===== src/rtl/lcd_hd44780_rx_pkg.sv =====
`default_nettype none
// +----------------------------------------------------------------------+
// | lcd_hd44780_rx_pkg : constants, FSM encoding and AC helpers shared    |
// |                      by the HD44780 responder.   Rev 1.0              |
// +----------------------------------------------------------------------+
package lcd_hd44780_rx_pkg;

   localparam int         DDRAM_DEPTH = 80;
   localparam int         LINE_LEN    = 40;
   localparam logic [6:0] LINE2_BASE  = 7'h40;
   localparam logic [7:0] CHAR_SPACE  = 8'h20;

   localparam logic [7:0] OP_CLEAR   = 8'h01;
   localparam logic [7:0] OP_HOME    = 8'h02;
   localparam logic [7:0] OP_ENTRY   = 8'h04;
   localparam logic [7:0] OP_DISPLAY = 8'h08;
   localparam logic [7:0] OP_SHIFT   = 8'h10;
   localparam logic [7:0] OP_FUNC    = 8'h20;
   localparam logic [7:0] OP_CGRAM   = 8'h40;
   localparam logic [7:0] OP_DDRAM   = 8'h80;

   typedef enum logic [1:0] {
      IDLE     = 2'd0,
      CLEARING = 2'd1,
      BUSY     = 2'd2
   } state_t;

   function automatic logic [6:0] ddram_index(input logic [6:0] ac, input logic two);
      if (two)
         return ac[6] ? 7'(LINE_LEN) + {1'b0, ac[5:0]} : {1'b0, ac[5:0]};
      return ac;
   endfunction

   // Second line is not contiguous with the first in 2-line mode.
   function automatic logic [6:0] ac_next(input logic [6:0] ac, input logic inc, input logic two);
      if (two) begin
         if (inc) begin
            if (ac == 7'h27) return LINE2_BASE;
            if (ac == 7'h67) return 7'h00;
            return ac + 7'd1;
         end
         if (ac == LINE2_BASE) return 7'h27;
         if (ac == 7'h00)      return 7'h67;
         return ac - 7'd1;
      end
      if (inc)
         return (ac >= 7'(DDRAM_DEPTH - 1)) ? 7'h00 : ac + 7'd1;
      return (ac == 7'h00) ? 7'(DDRAM_DEPTH - 1) : ac - 7'd1;
   endfunction

   function automatic logic addr_valid(input logic [6:0] ac, input logic two);
      if (two)
         return ac[5:0] < 6'(LINE_LEN);
      return ac < 7'(DDRAM_DEPTH);
   endfunction

endpackage
`default_nettype wire


===== src/rtl/lcd_hd44780_rx_if.sv =====
`default_nettype none
// +----------------------------------------------------------------------+
// | lcd_hd44780_rx_if : 4-bit HD44780 parallel bus (E/RS/RW/DB7..DB4).    |
// | Rev 1.0                                                              |
// +----------------------------------------------------------------------+
interface lcd_hd44780_rx_if;
   logic       lcd_e;
   logic       lcd_rs;
   logic       lcd_rw;
   logic [3:0] lcd_db;

   modport master (output lcd_e, lcd_rs, lcd_rw, lcd_db);
   modport slave  (input  lcd_e, lcd_rs, lcd_rw, lcd_db);
endinterface
`default_nettype wire


===== src/rtl/lcd_hd44780_rx_ddram.sv =====
`default_nettype none
// +----------------------------------------------------------------------+
// | lcd_hd44780_rx_ddram : 80x8 display RAM, one write port, registered  |
// | reads on the write address and the mirror address.   Rev 1.0         |
// +----------------------------------------------------------------------+
module lcd_hd44780_rx_ddram
   import lcd_hd44780_rx_pkg::*;
(
   input  logic       clk,
   input  logic       rst,
   input  logic       we,
   input  logic [6:0] waddr,
   input  logic [7:0] wdata,
   output logic [7:0] wr_rdata,
   input  logic [6:0] rd_addr,
   output logic [7:0] rd_data
);

   logic [7:0] mem [0:DDRAM_DEPTH-1];

   always_ff @(posedge clk) begin
      if (we && (waddr < 7'(DDRAM_DEPTH)))
         mem[waddr] <= wdata;
   end

   // Only the output registers are reset; the array itself is not.
   always_ff @(posedge clk) begin
      if (rst) begin
         wr_rdata <= 8'h00;
         rd_data  <= 8'h00;
      end else begin
         wr_rdata <= (waddr   < 7'(DDRAM_DEPTH)) ? mem[waddr]   : 8'h00;
         rd_data  <= (rd_addr < 7'(DDRAM_DEPTH)) ? mem[rd_addr] : 8'h00;
      end
   end

endmodule
`default_nettype wire


===== src/rtl/lcd_hd44780_rx.sv =====
`default_nettype none
// +----------------------------------------------------------------------+
// | lcd_hd44780_rx : HD44780-compatible bus responder with DDRAM mirror. |
// | Define LCD_RX_SYNC_EN to add 2-flop input synchronizers.   Rev 1.0   |
// +----------------------------------------------------------------------+
module lcd_hd44780_rx
   import lcd_hd44780_rx_pkg::*;
#(
   parameter int BUSY_SHORT = 1000,
   parameter int BUSY_LONG  = 41000
) (
   input  logic            clk,
   input  logic            rst,
   lcd_hd44780_rx_if.slave bus,
   input  logic [6:0]      rd_addr,
   output logic [7:0]      rd_data,
   output logic            busy,
   output logic            four_bit,
   output logic            two_line,
   output logic            display_on,
   output logic            cursor_on,
   output logic            blink_on,
   output logic [6:0]      cursor_addr,
   output logic            cmd_valid,
   output logic [7:0]      cmd_byte,
   output logic            cmd_rs,
   output logic            proto_err
);

   localparam int BUSY_MAX = (BUSY_LONG > BUSY_SHORT) ? BUSY_LONG : BUSY_SHORT;
   localparam int CNT_W    = $clog2(BUSY_MAX);
   localparam logic [CNT_W-1:0] CNT_SHORT = CNT_W'(BUSY_SHORT - 1);
   localparam logic [CNT_W-1:0] CNT_LONG  = CNT_W'(BUSY_LONG - 1);

   logic       src_e, src_rs, src_rw;
   logic [3:0] src_db;

`ifdef LCD_RX_SYNC_EN
   logic [1:0] sync_e, sync_rs, sync_rw;
   logic [3:0] sync_db0, sync_db1;

   always_ff @(posedge clk) begin
      if (rst) begin
         sync_e   <= 2'b00;
         sync_rs  <= 2'b00;
         sync_rw  <= 2'b00;
         sync_db0 <= 4'h0;
         sync_db1 <= 4'h0;
      end else begin
         sync_e   <= {sync_e[0],  bus.lcd_e};
         sync_rs  <= {sync_rs[0], bus.lcd_rs};
         sync_rw  <= {sync_rw[0], bus.lcd_rw};
         sync_db0 <= bus.lcd_db;
         sync_db1 <= sync_db0;
      end
   end

   assign src_e  = sync_e[1];
   assign src_rs = sync_rs[1];
   assign src_rw = sync_rw[1];
   assign src_db = sync_db1;
`else
   assign src_e  = bus.lcd_e;
   assign src_rs = bus.lcd_rs;
   assign src_rw = bus.lcd_rw;
   assign src_db = bus.lcd_db;
`endif

   state_t           state;
   logic [6:0]       fill_idx;
   logic [CNT_W-1:0] cnt;
   logic             smp_e, smp_rs, smp_rw, e_prev;
   logic [3:0]       smp_db;
   logic             inc_dir, cgram_sel, phase_lo;
   logic [3:0]       hi_nib;

   logic       strobe, take, nib_ok, byte_done;
   logic [7:0] byte_val;
   logic [6:0] wr_idx;

   assign strobe    = e_prev & ~smp_e;
   assign take      = strobe & ~smp_rw;
   assign nib_ok    = take & ~busy;
   assign byte_done = nib_ok & (~four_bit | phase_lo);
   assign byte_val  = four_bit ? {hi_nib, smp_db} : {smp_db, 4'h0};
   assign wr_idx    = ddram_index(cursor_addr, two_line);

   logic [6:0] nxt_ac;
   logic       nxt_inc, nxt_disp, nxt_cur, nxt_blink, nxt_four, nxt_two, nxt_cg;
   logic       addr_err, start_clear, use_long;
   logic       mem_we;
   logic [6:0] mem_waddr;
   logic [7:0] mem_wdata;

   always_comb begin
      nxt_ac      = cursor_addr;
      nxt_inc     = inc_dir;
      nxt_disp    = display_on;
      nxt_cur     = cursor_on;
      nxt_blink   = blink_on;
      nxt_four    = four_bit;
      nxt_two     = two_line;
      nxt_cg      = cgram_sel;
      addr_err    = 1'b0;
      start_clear = 1'b0;
      use_long    = 1'b0;
      mem_we      = (state == CLEARING);
      mem_waddr   = fill_idx;
      mem_wdata   = CHAR_SPACE;
      if (byte_done) begin
         if (smp_rs) begin
            if (!cgram_sel) begin
               mem_we    = 1'b1;
               mem_waddr = wr_idx;
               mem_wdata = byte_val;
               nxt_ac    = ac_next(cursor_addr, inc_dir, two_line);
            end
         end else if (|(byte_val & OP_DDRAM)) begin
            nxt_cg = 1'b0;
            if (addr_valid(byte_val[6:0], two_line)) begin
               nxt_ac = byte_val[6:0];
            end else begin
               nxt_ac   = 7'h00;
               addr_err = 1'b1;
            end
         end else if (|(byte_val & OP_CGRAM)) begin
            nxt_cg = 1'b1;
         end else if (|(byte_val & OP_FUNC)) begin
            nxt_four = ~byte_val[4];
            nxt_two  = byte_val[3];
         end else if (|(byte_val & OP_SHIFT)) begin
            if (!byte_val[3])
               nxt_ac = ac_next(cursor_addr, byte_val[2], two_line);
         end else if (|(byte_val & OP_DISPLAY)) begin
            nxt_disp  = byte_val[2];
            nxt_cur   = byte_val[1];
            nxt_blink = byte_val[0];
         end else if (|(byte_val & OP_ENTRY)) begin
            nxt_inc = byte_val[1];
         end else if (|(byte_val & OP_HOME)) begin
            nxt_ac   = 7'h00;
            use_long = 1'b1;
         end else if (|(byte_val & OP_CLEAR)) begin
            nxt_ac      = 7'h00;
            nxt_inc     = 1'b1;
            start_clear = 1'b1;
         end
      end
   end

   always_ff @(posedge clk) begin
      if (rst) begin
         smp_e       <= 1'b0;
         smp_rs      <= 1'b0;
         smp_rw      <= 1'b0;
         smp_db      <= 4'h0;
         e_prev      <= 1'b0;
         state       <= CLEARING;
         fill_idx    <= 7'h00;
         cnt         <= '0;
         busy        <= 1'b1;
         four_bit    <= 1'b0;
         two_line    <= 1'b0;
         display_on  <= 1'b0;
         cursor_on   <= 1'b0;
         blink_on    <= 1'b0;
         cursor_addr <= 7'h00;
         inc_dir     <= 1'b1;
         cgram_sel   <= 1'b0;
         phase_lo    <= 1'b0;
         hi_nib      <= 4'h0;
         cmd_valid   <= 1'b0;
         cmd_byte    <= 8'h00;
         cmd_rs      <= 1'b0;
         proto_err   <= 1'b0;
      end else begin
         smp_e  <= src_e;
         smp_rs <= src_rs;
         smp_rw <= src_rw;
         smp_db <= src_db;
         e_prev <= smp_e;

         cmd_valid <= byte_done;
         if (byte_done) begin
            cmd_byte <= byte_val;
            cmd_rs   <= smp_rs;
         end
         if ((take && busy) || addr_err)
            proto_err <= 1'b1;
         if (nib_ok && four_bit) begin
            phase_lo <= ~phase_lo;
            if (!phase_lo)
               hi_nib <= smp_db;
         end

         four_bit    <= nxt_four;
         two_line    <= nxt_two;
         display_on  <= nxt_disp;
         cursor_on   <= nxt_cur;
         blink_on    <= nxt_blink;
         cursor_addr <= nxt_ac;
         inc_dir     <= nxt_inc;
         cgram_sel   <= nxt_cg;

         // The busy counter keeps running while CLEARING, so a clear's
         // fill overlaps its long busy window.
         case (state)
            IDLE: begin
               if (byte_done) begin
                  busy <= 1'b1;
                  if (start_clear) begin
                     state    <= CLEARING;
                     fill_idx <= 7'h00;
                     cnt      <= CNT_LONG;
                  end else begin
                     state <= BUSY;
                     cnt   <= use_long ? CNT_LONG : CNT_SHORT;
                  end
               end
            end
            CLEARING: begin
               fill_idx <= fill_idx + 7'd1;
               if (fill_idx == 7'(DDRAM_DEPTH - 1)) begin
                  if (cnt == '0) begin
                     busy  <= 1'b0;
                     state <= IDLE;
                  end else begin
                     cnt   <= cnt - 1'b1;
                     state <= BUSY;
                  end
               end else if (cnt != '0) begin
                  cnt <= cnt - 1'b1;
               end
            end
            BUSY: begin
               if (cnt == '0) begin
                  busy  <= 1'b0;
                  state <= IDLE;
               end else begin
                  cnt <= cnt - 1'b1;
               end
            end
            default: begin
               busy  <= 1'b0;
               state <= IDLE;
            end
         endcase
      end
   end

   logic [7:0] wr_rdata_unused;

   lcd_hd44780_rx_ddram u_ddram (
      .clk      (clk),
      .rst      (rst),
      .we       (mem_we),
      .waddr    (mem_waddr),
      .wdata    (mem_wdata),
      .wr_rdata (wr_rdata_unused),
      .rd_addr  (rd_addr),
      .rd_data  (rd_data)
   );

endmodule
`default_nettype wire


===== src/flat_wrapper.sv =====
// flat-port wrapper written by rule: the top's interface ports become plain ports
module lcd_hd44780_rx_flat import lcd_hd44780_rx_pkg::*;
#(
   parameter int BUSY_SHORT = 1000,
   parameter int BUSY_LONG  = 41000
)
  (clk, rst, rd_addr, rd_data, busy, four_bit, two_line, display_on, cursor_on, blink_on, cursor_addr, cmd_valid, cmd_byte, cmd_rs, proto_err, bus_lcd_e, bus_lcd_rs, bus_lcd_rw, bus_lcd_db);
  lcd_hd44780_rx_if bus_i ();
  input  logic clk;
  input  logic rst;
  input  logic [6:0] rd_addr;
  output logic [7:0] rd_data;
  output logic busy;
  output logic four_bit;
  output logic two_line;
  output logic display_on;
  output logic cursor_on;
  output logic blink_on;
  output logic [6:0] cursor_addr;
  output logic cmd_valid;
  output logic [7:0] cmd_byte;
  output logic cmd_rs;
  output logic proto_err;
  input wire logic [$bits(bus_i.lcd_e)-1:0] bus_lcd_e;
  input wire logic [$bits(bus_i.lcd_rs)-1:0] bus_lcd_rs;
  input wire logic [$bits(bus_i.lcd_rw)-1:0] bus_lcd_rw;
  input wire logic [$bits(bus_i.lcd_db)-1:0] bus_lcd_db;
  assign bus_i.lcd_e = bus_lcd_e;
  assign bus_i.lcd_rs = bus_lcd_rs;
  assign bus_i.lcd_rw = bus_lcd_rw;
  assign bus_i.lcd_db = bus_lcd_db;
  lcd_hd44780_rx #(.BUSY_SHORT(BUSY_SHORT), .BUSY_LONG(BUSY_LONG)) u_core (.clk(clk), .rst(rst), .bus(bus_i), .rd_addr(rd_addr), .rd_data(rd_data), .busy(busy), .four_bit(four_bit), .two_line(two_line), .display_on(display_on), .cursor_on(cursor_on), .blink_on(blink_on), .cursor_addr(cursor_addr), .cmd_valid(cmd_valid), .cmd_byte(cmd_byte), .cmd_rs(cmd_rs), .proto_err(proto_err));
endmodule

===== config.mk =====
export PLATFORM = sky130hd
export DESIGN_NAME = lcd_hd44780_rx_flat
export DESIGN_NICKNAME = d
export VERILOG_FILES = /design/src/rtl/lcd_hd44780_rx_pkg.sv /design/src/rtl/lcd_hd44780_rx_if.sv /design/src/rtl/lcd_hd44780_rx_ddram.sv /design/src/rtl/lcd_hd44780_rx.sv /design/src/flat_wrapper.sv
export SDC_FILE = /design/constraint.sdc
export NUM_CORES = 1
export LEC_CHECK = 0
export CORE_MARGIN = 10
export CORE_UTILIZATION = 25
export CTS_CLUSTER_SIZE = 28
export DETAILED_ROUTE_END_ITERATION = 10
export HOLD_SLACK_MARGIN = 0.02
export PLACE_DENSITY = 0.4
export RECOVER_POWER = 100
export SETUP_SLACK_MARGIN = 0.02
export SYNTH_ARGS = -nofsm -noshare
export SYNTH_HDL_FRONTEND = slang
export SYNTH_SLANG_ARGS = --single-unit

===== constraint.sdc =====
create_clock -name clk -period 4.1 [get_ports clk]
set_clock_uncertainty 0.2 [all_clocks]
set_input_delay 0.41 -clock clk [delete_from_list [all_inputs] [get_ports clk]]
set_output_delay 0.41 -clock clk [all_outputs]
set_load 0.01 [all_outputs]

==> results.json, run 1 <==
{
  "port_buffers": 47,
  "netlist_area_um2": 29200,
  "crit_type": "flip-flop to flip-flop",
  "synth_compound_area_share_pct": 5.93,
  "row_count": 125,
  "synthAdderAreaFrac_pct": 0.514,
  "hold_viol": 0,
  "min_period_ns": 3.76,
  "rsz0062_at_grt": "false",
  "crit_buf_inv": 2,
  "clock-sinks": 712,
  "violations": "max-capacitance violations, max-slew violations",
  "cts_tree": "yes",
  "muxShareOfSynthArea_pct": 14.1,
  "synth_edf_count": 640,
  "pin_count": 48,
  "ctsResizeCount": 0,
  "synthTopCellsByArea": "edfxtp_1, mux4_2, dfxtp_1",
  "cts_buffers": 82,
  "insertion_delay_ns": 0.64,
  "power-per-cell-area_nw_per_um2": 497,
  "maxSlewHeadroom_pct": -59.4,
  "ir_drop_mv": 0.311,
  "synth_xor_area_share_pct": 0.450,
  "syn_area_per_cell_um2": 17.2,
  "ys_ff_latch": 712,
  "synth_ff_type": "edfxtp_1",
  "cp_slowest_cell": "nor4b_4",
  "cts_max_level": 3,
  "tightest_slew_ns": 2.39,
  "synth_top_family_by_area": "multiplexers",
  "power.leakage_nw": 10.1,
  "drtIter0Drc": 1381,
  "grt_pass1_wl_um": 121000,
  "via_count": 16300,
  "overflow": 0,
  "synth.top_cell.area_share_pct": 65.8,
  "drc": 0,
  "period_share_pct": 91.7,
  "synthSimpleGateAreaFrac_pct": 6.63,
  "drive_above_1_share_pct": 19.4,
  "fillers": 11400,
  "hold_class": "input port to flip-flop",
  "area_growth_pct": 18.0,
  "setup_viol": 0,
  "routed_wl_um": 83100,
  "synth_cell_types": 81,
  "track_usage_pct": 12.4,
  "vias_per_cell": 4.73,
  "yosysSeqAreaShare_pct": 70.7,
  "gp_congestion": 0.789,
  "grt_max_degree": 81,
  "arrival_ns": 3.94,
  "grt_pass1_vias": 17000,
  "drt_pre_antenna_iters": 5,
  "root_buffer": "clkbuf_16",
  "required_ns": 4.28,
  "synthArstFlopShare_pct": 0,
  "worstPathMaxFanout": 12,
  "crit_chain": "nor4b_4 -> nand3_1 -> o41a_1 -> o21a_1 -> nand2_1 -> clkbuf_1 -> nor2_1 -> clkbuf_2",
  "die-area_um2": 131000,
  "synth_cells": 1698,
  "insertedDiodeCount": 0,
  "status": "finished with violations",
  "wl_per_cell_um": 24.1,
  "r2r_slack_ns": 0.34,
  "cp-end-kind": "flip-flop",
  "fmax_ghz": 0.266,
  "synth_fp_nets": 1726,
  "slew_viol_final": 131,
  "die_y_um": 362,
  "core_um2": 116000,
  "antenna_left": 0,
  "critical-path-top-delay-family": "simple AND/OR/NAND/NOR gates",
  "die_w_um": 362,
  "num-nets-final": 1876,
  "post-dp-hpwl_um": 53300,
  "cts_buffer_depth": 3,
  "final_cell_mix": "edfxtp_1, mux4_2, nor2_1",
  "crit_path_max_incr_delay_ns": 0.55,
  "cts.reportedPaths.clkPinSlew_ns": 0.06,
  "tns_ns": 0,
  "final_common_cell": "edfxtp_1",
  "startpoint_type": "flip-flop",
  "cap_violations": 2,
  "yosysWarnings": 0,
  "yosysTopAreaCell": "edfxtp_1",
  "antenna_found_initial": 3,
  "fin_util_pct": 29.7,
  "start_util_pct": 25.2
}
area by class of cell:
class	count	area (µm²)	area share (%)
flip-flops and latches	712	20700	59.9
multi-input cells	876	8090	23.4
clock buffers	113	2280	6.61
well taps	1524	1910	5.53
repair buffers	151	1110	3.22
clock inverters	40	354	1.03
inverters	25	93.8	0.272
worst paths after layout:
kind,start,end,cells past startpoint
hold / removal,bus_lcd_db[3],u_core.smp_db[3],2
setup reg to reg,u_core.busy,u_core.u_ddram.mem[26][2],8
hold reg to reg,u_core.cursor_on,u_core.cursor_on,2
setup / recovery,u_core.busy,u_core.u_ddram.mem[26][2],8
report_power, final:
| part | switching, mW | internal [mW] |
|---|---|---|
| registers | 0.123 | 7.99 |
| logic | 1.20 | 0.676 |
| clock network | 3.04 | 4.12 |
what timing repair did:
item | CTS | global route
endpoints found under the hold margin | 3 | 0
hold buffers | 1 | 0
buffers inserted | 0 | 0
metal layers:
metal / share of wire [%] / GRT usage [%] / routed length [µm]
met4: 2.6 / 3.62 / 2170
met5: 0.014 / 0 / 12
met2: 47 / 19.8 / 39100
met1: 45 / 17.0 / 37500
met3: 5.2 / 2.57 / 4350
per-stage QoR:
| stage | cells | area (µm²) | hold slack [ns] | setup slack, ns | power, mW |
|---|---|---|---|---|---|
| floorplan | 1698 | 29200 | 0.253 | 0.0768 | 9.47 |
| global placement | 3287 | 32200 | 0.247 | 0.582 | 10.2 |
| detailed placement | 3287 | 32200 | 0.248 | 0.503 | 10.2 |
| CTS | 3441 | 34800 | 0.100 | 0.479 | 17.4 |
| global route | 3441 | 34500 | 0.116 | 0.146 | 17.9 |
| finish | 3441 | 34500 | 0.135 | 0.340 | 17.1 |
logic make-up after synthesis:
group,Yosys count
flip-flops,712
adder cells (fa/ha/maj),12
multiplexers,208
AND/OR/NAND/NOR,390
XOR/XNOR,15
buffers and inverters,110
AO/OA/AOI/OAI,251
flip-flops by register name (all words and copies together) (netlist names), 2 cells and up:
register                flops
u_core.u_ddram.mem        640
u_core.cnt                 16
u_core.cmd_byte             8
u_core.u_ddram.rd_data      8
u_core.cursor_addr          7
u_core.fill_idx             7
u_core.hi_nib               4
u_core.smp_db               4
u_core.state                2
synthesized netlist by cell type, types with 4 or more instances:
cell type / n
a221oi_1: 8
a22oi_1: 10
buf_2: 24
xnor2_1: 12
or4_1: 11
nand3_1: 22
clkbuf_1: 43
nand2_1: 69
ha_1: 12
nor2_1: 165
a21oi_1: 51
o31ai_1: 10
a41oi_1: 4
mux4_2: 164
a31oi_1: 5
buf_1: 9
o21a_1: 5
o22ai_1: 22
mux2i_1: 43
inv_1: 25
edfxtp_1: 640
nand2b_1: 11
dfxtp_1: 72
nor4b_1: 5
and3_1: 6
a311oi_1: 7
nor3_1: 18
o221a_2: 6
or3_1: 8
nor3b_1: 5
and2_1: 10
nor4_1: 4
o21ai_0: 44
nor2b_1: 21
o211ai_1: 14
buf_4: 8
a211oi_1: 24
nand3b_1: 11
(Power assumes the default switching activity.)
==> inputs of run 2 (changes only) <==
--- a/config.mk
+++ b/config.mk
@@ -12,3 +12,2 @@
 export HOLD_SLACK_MARGIN = 0.02
-export PLACE_DENSITY = 0.4
 export RECOVER_POWER = 100
==> constraint.sdc (replaced) <==
create_clock -name clk -period 4.1 [get_ports clk]
set_clock_uncertainty 0.2 [all_clocks]
set_input_delay 0.615 -clock clk [delete_from_list [all_inputs] [get_ports clk]]
set_output_delay 0.615 -clock clk [all_outputs]
set_load 0.01 [all_outputs]
==> run 2 against run 1 <==
The run still ends with max-capacitance violations, max-slew violations left. Final area is 0.11% lower. Largest power group unchanged. Sequential share of layout area is 0.063 points higher. Via count is 2.3% higher. Register-to-register slack better by 0.14 ns. Wire length is 13% lower. Non-clock buffer count is 28 higher. Worst setup slack better by 0.14 ns. Total power is 3.0% lower. Die area stayed put. Critical path type unchanged.
==> results.json, run 2 (synthesized netlist as in run 1, its figures left out) <==
{
  "port_buffers": 47,
  "p_sw_share_pct": 25.0,
  "worstPathMaxFanout": 13,
  "post-dp-hpwl_um": 46800,
  "cap_violations": 8,
  "startpoint_type": "flip-flop",
  "p_int_mw": 12.5,
  "maxSlewHeadroom_pct": -26.1,
  "grt_max_degree": 81,
  "insertedDiodeCount": 0,
  "antenna_found_initial": 9,
  "antenna_left": 0,
  "routed_wl_um": 72400,
  "num-nets-final": 1896,
  "cts_buffer_depth": 3,
  "reg2reg_to": "u_core.u_ddram.mem[53][6]",
  "cts_max_level": 3,
  "crit_path_end": "u_core.u_ddram.mem[53][6]",
  "timing.rr.start": "u_core.busy",
  "insertion_delay_ns": 0.64,
  "combPwrFrac_pct": 11.1,
  "ff2ff_path_depth": 9,
  "p_sw_mw": 4.16,
  "via_count": 16700,
  "vias_per_cell": 4.83,
  "die_y_um": 362,
  "pin_count": 48,
  "period_share_pct": 88.3,
  "ctsResizeCount": 0,
  "cts_buffers": 74,
  "rsz0062_at_grt": "false",
  "required_ns": 4.23,
  "clockPowerShare_pct": 40.2,
  "power-per-cell-area_nw_per_um2": 483,
  "root_buffer": "clkbuf_16",
  "cp-startpoint": "u_core.busy",
  "wl_per_cell_um": 21.0,
  "reg.largest.list": "u_core.u_ddram.mem: 640 flops, u_core.cnt: 16 flops",
  "hold_class": "flip-flop to flip-flop",
  "hold_viol": 0,
  "seq_area_um2": 20700,
  "violations": "max-capacitance violations, max-slew violations",
  "fillers": 11400,
  "multiInputGateArea_um2": 8110,
  "power.leakage_nw": 10.1,
  "overflow": 0,
  "die_w_um": 362,
  "grt_pass1_wl_um": 110000,
  "min_period_ns": 3.62,
  "cts.reportedPaths.clkPinSlew_ns": 0.06,
  "cts_setup_buffers": 0,
  "area_growth_pct": 17.9,
  "row_count": 125,
  "core_um2": 116000,
  "track_usage_pct": 10.8,
  "status": "finished with violations",
  "final_common_cell": "edfxtp_1",
  "cp-end-kind": "flip-flop",
  "tns_ns": 0,
  "drt_pre_antenna_iters": 5,
  "die-area_um2": 131000,
  "hold_ws_ns": 0.254,
  "crit_type": "flip-flop to flip-flop",
  "drc": 0,
  "r2r_slack_ns": 0.48,
  "largest_reg_flops": 640,
  "grt_pass1_vias": 16900,
  "start_util_pct": 25.2,
  "ir_drop_mv": 0.283,
  "top_register": "u_core.u_ddram.mem",
  "tightest_slew_ns": 1.89,
  "drive_above_1_share_pct": 19.1,
  "arrival_ns": 3.75,
  "drtIter0Drc": 1927,
  "final_cell_mix": "edfxtp_1, mux4_2, nor2_1",
  "ctsHoldBuffers": 0,
  "clock-sinks": 712,
  "p_seq_share_pct": 48.8,
  "setup_viol": 0,
  "fmax_ghz": 0.276,
  "finalPower_mw": 16.6,
  "cts_tree": "yes",
  "slew_viol_final": 546,
  "gp_congestion": 0.825
}
[run 2: cell types whose count changed in the layout (fill, tap and decap cells not counted), moves of 5 or more]
cell / previous run / this run
clkinv_2: 17 / 9
buf_4: 35 / 52
clkbuf_16: 84 / 76
clkbuf_4: 7 / 2
clkbuf_1: 71 / 85
clkbuf_8: 7 / 2
[run 2: worst min-delay path by stage]
stage	from	to	slack, ns	cells after the start
global route	u_core.cursor_on	u_core.cursor_on	0.28	2
detailed placement	u_core.cursor_on	u_core.cursor_on	0.25	2
global placement	u_core.cursor_on	u_core.cursor_on	0.25	2
CTS	u_core.cursor_on	u_core.cursor_on	0.26	2
finish	u_core.cursor_on	u_core.cursor_on	0.25	2
floorplan	u_core.phase_lo	u_core.phase_lo	0.25	2
[run 2: cell type report]
class                   instances  share of cell area (%)
clock buffers                  99                    5.83
clock inverters                37                    1.27
repair buffers                179                    3.61
inverters                      25                   0.272
multi-input cells             876                    23.5
flip-flops and latches        712                    60.0
well taps                    1524                    5.53
[run 2: per-layer routing]
metal  track usage [%]  wire [µm]
met1              14.9      31600
met5                 0         23
met2              16.9      33500
met4              3.14       1700
met3              2.37       5520
[run 2: critical path, stage by stage (launching register included)]
cell      delay (ns)
dfxtp_1         0.36
nor4b_4         0.27
clkbuf_1        0.30
and3_1          0.52
nand2_1         0.10
a21boi_0        0.43
nand2_1         0.20
clkbuf_2        0.39
nor2_1          0.28
clkbuf_1        0.26
[run 2: metrics by stage]
| step | setup slack [ns] | area (µm²) | std cells | utilization, % |
|---|---|---|---|---|
| after floorplan | 0.0768 | 29200 | 1698 | - |
| after CTS | 0.933 | 34800 | 3452 | 29.9 |
| final | 0.480 | 34500 | 3452 | 29.7 |
| after global placement | 0.621 | 32300 | 3316 | 27.8 |
| after global routing | 0.333 | 34500 | 3452 | 29.7 |
| after detailed placement | 0.583 | 32300 | 3316 | 27.8 |
[run 2: power by group through the flow]
stage                     sequential, mW  combinational (mW)  clock (mW)
after floorplan                     8.22                1.25           0
after global placement              8.24                1.80           0
after detailed placement            8.26                1.85           0
after CTS                           8.10                1.86        6.85
after global routing                8.12                2.00        7.15
final                               8.11                1.84        6.68
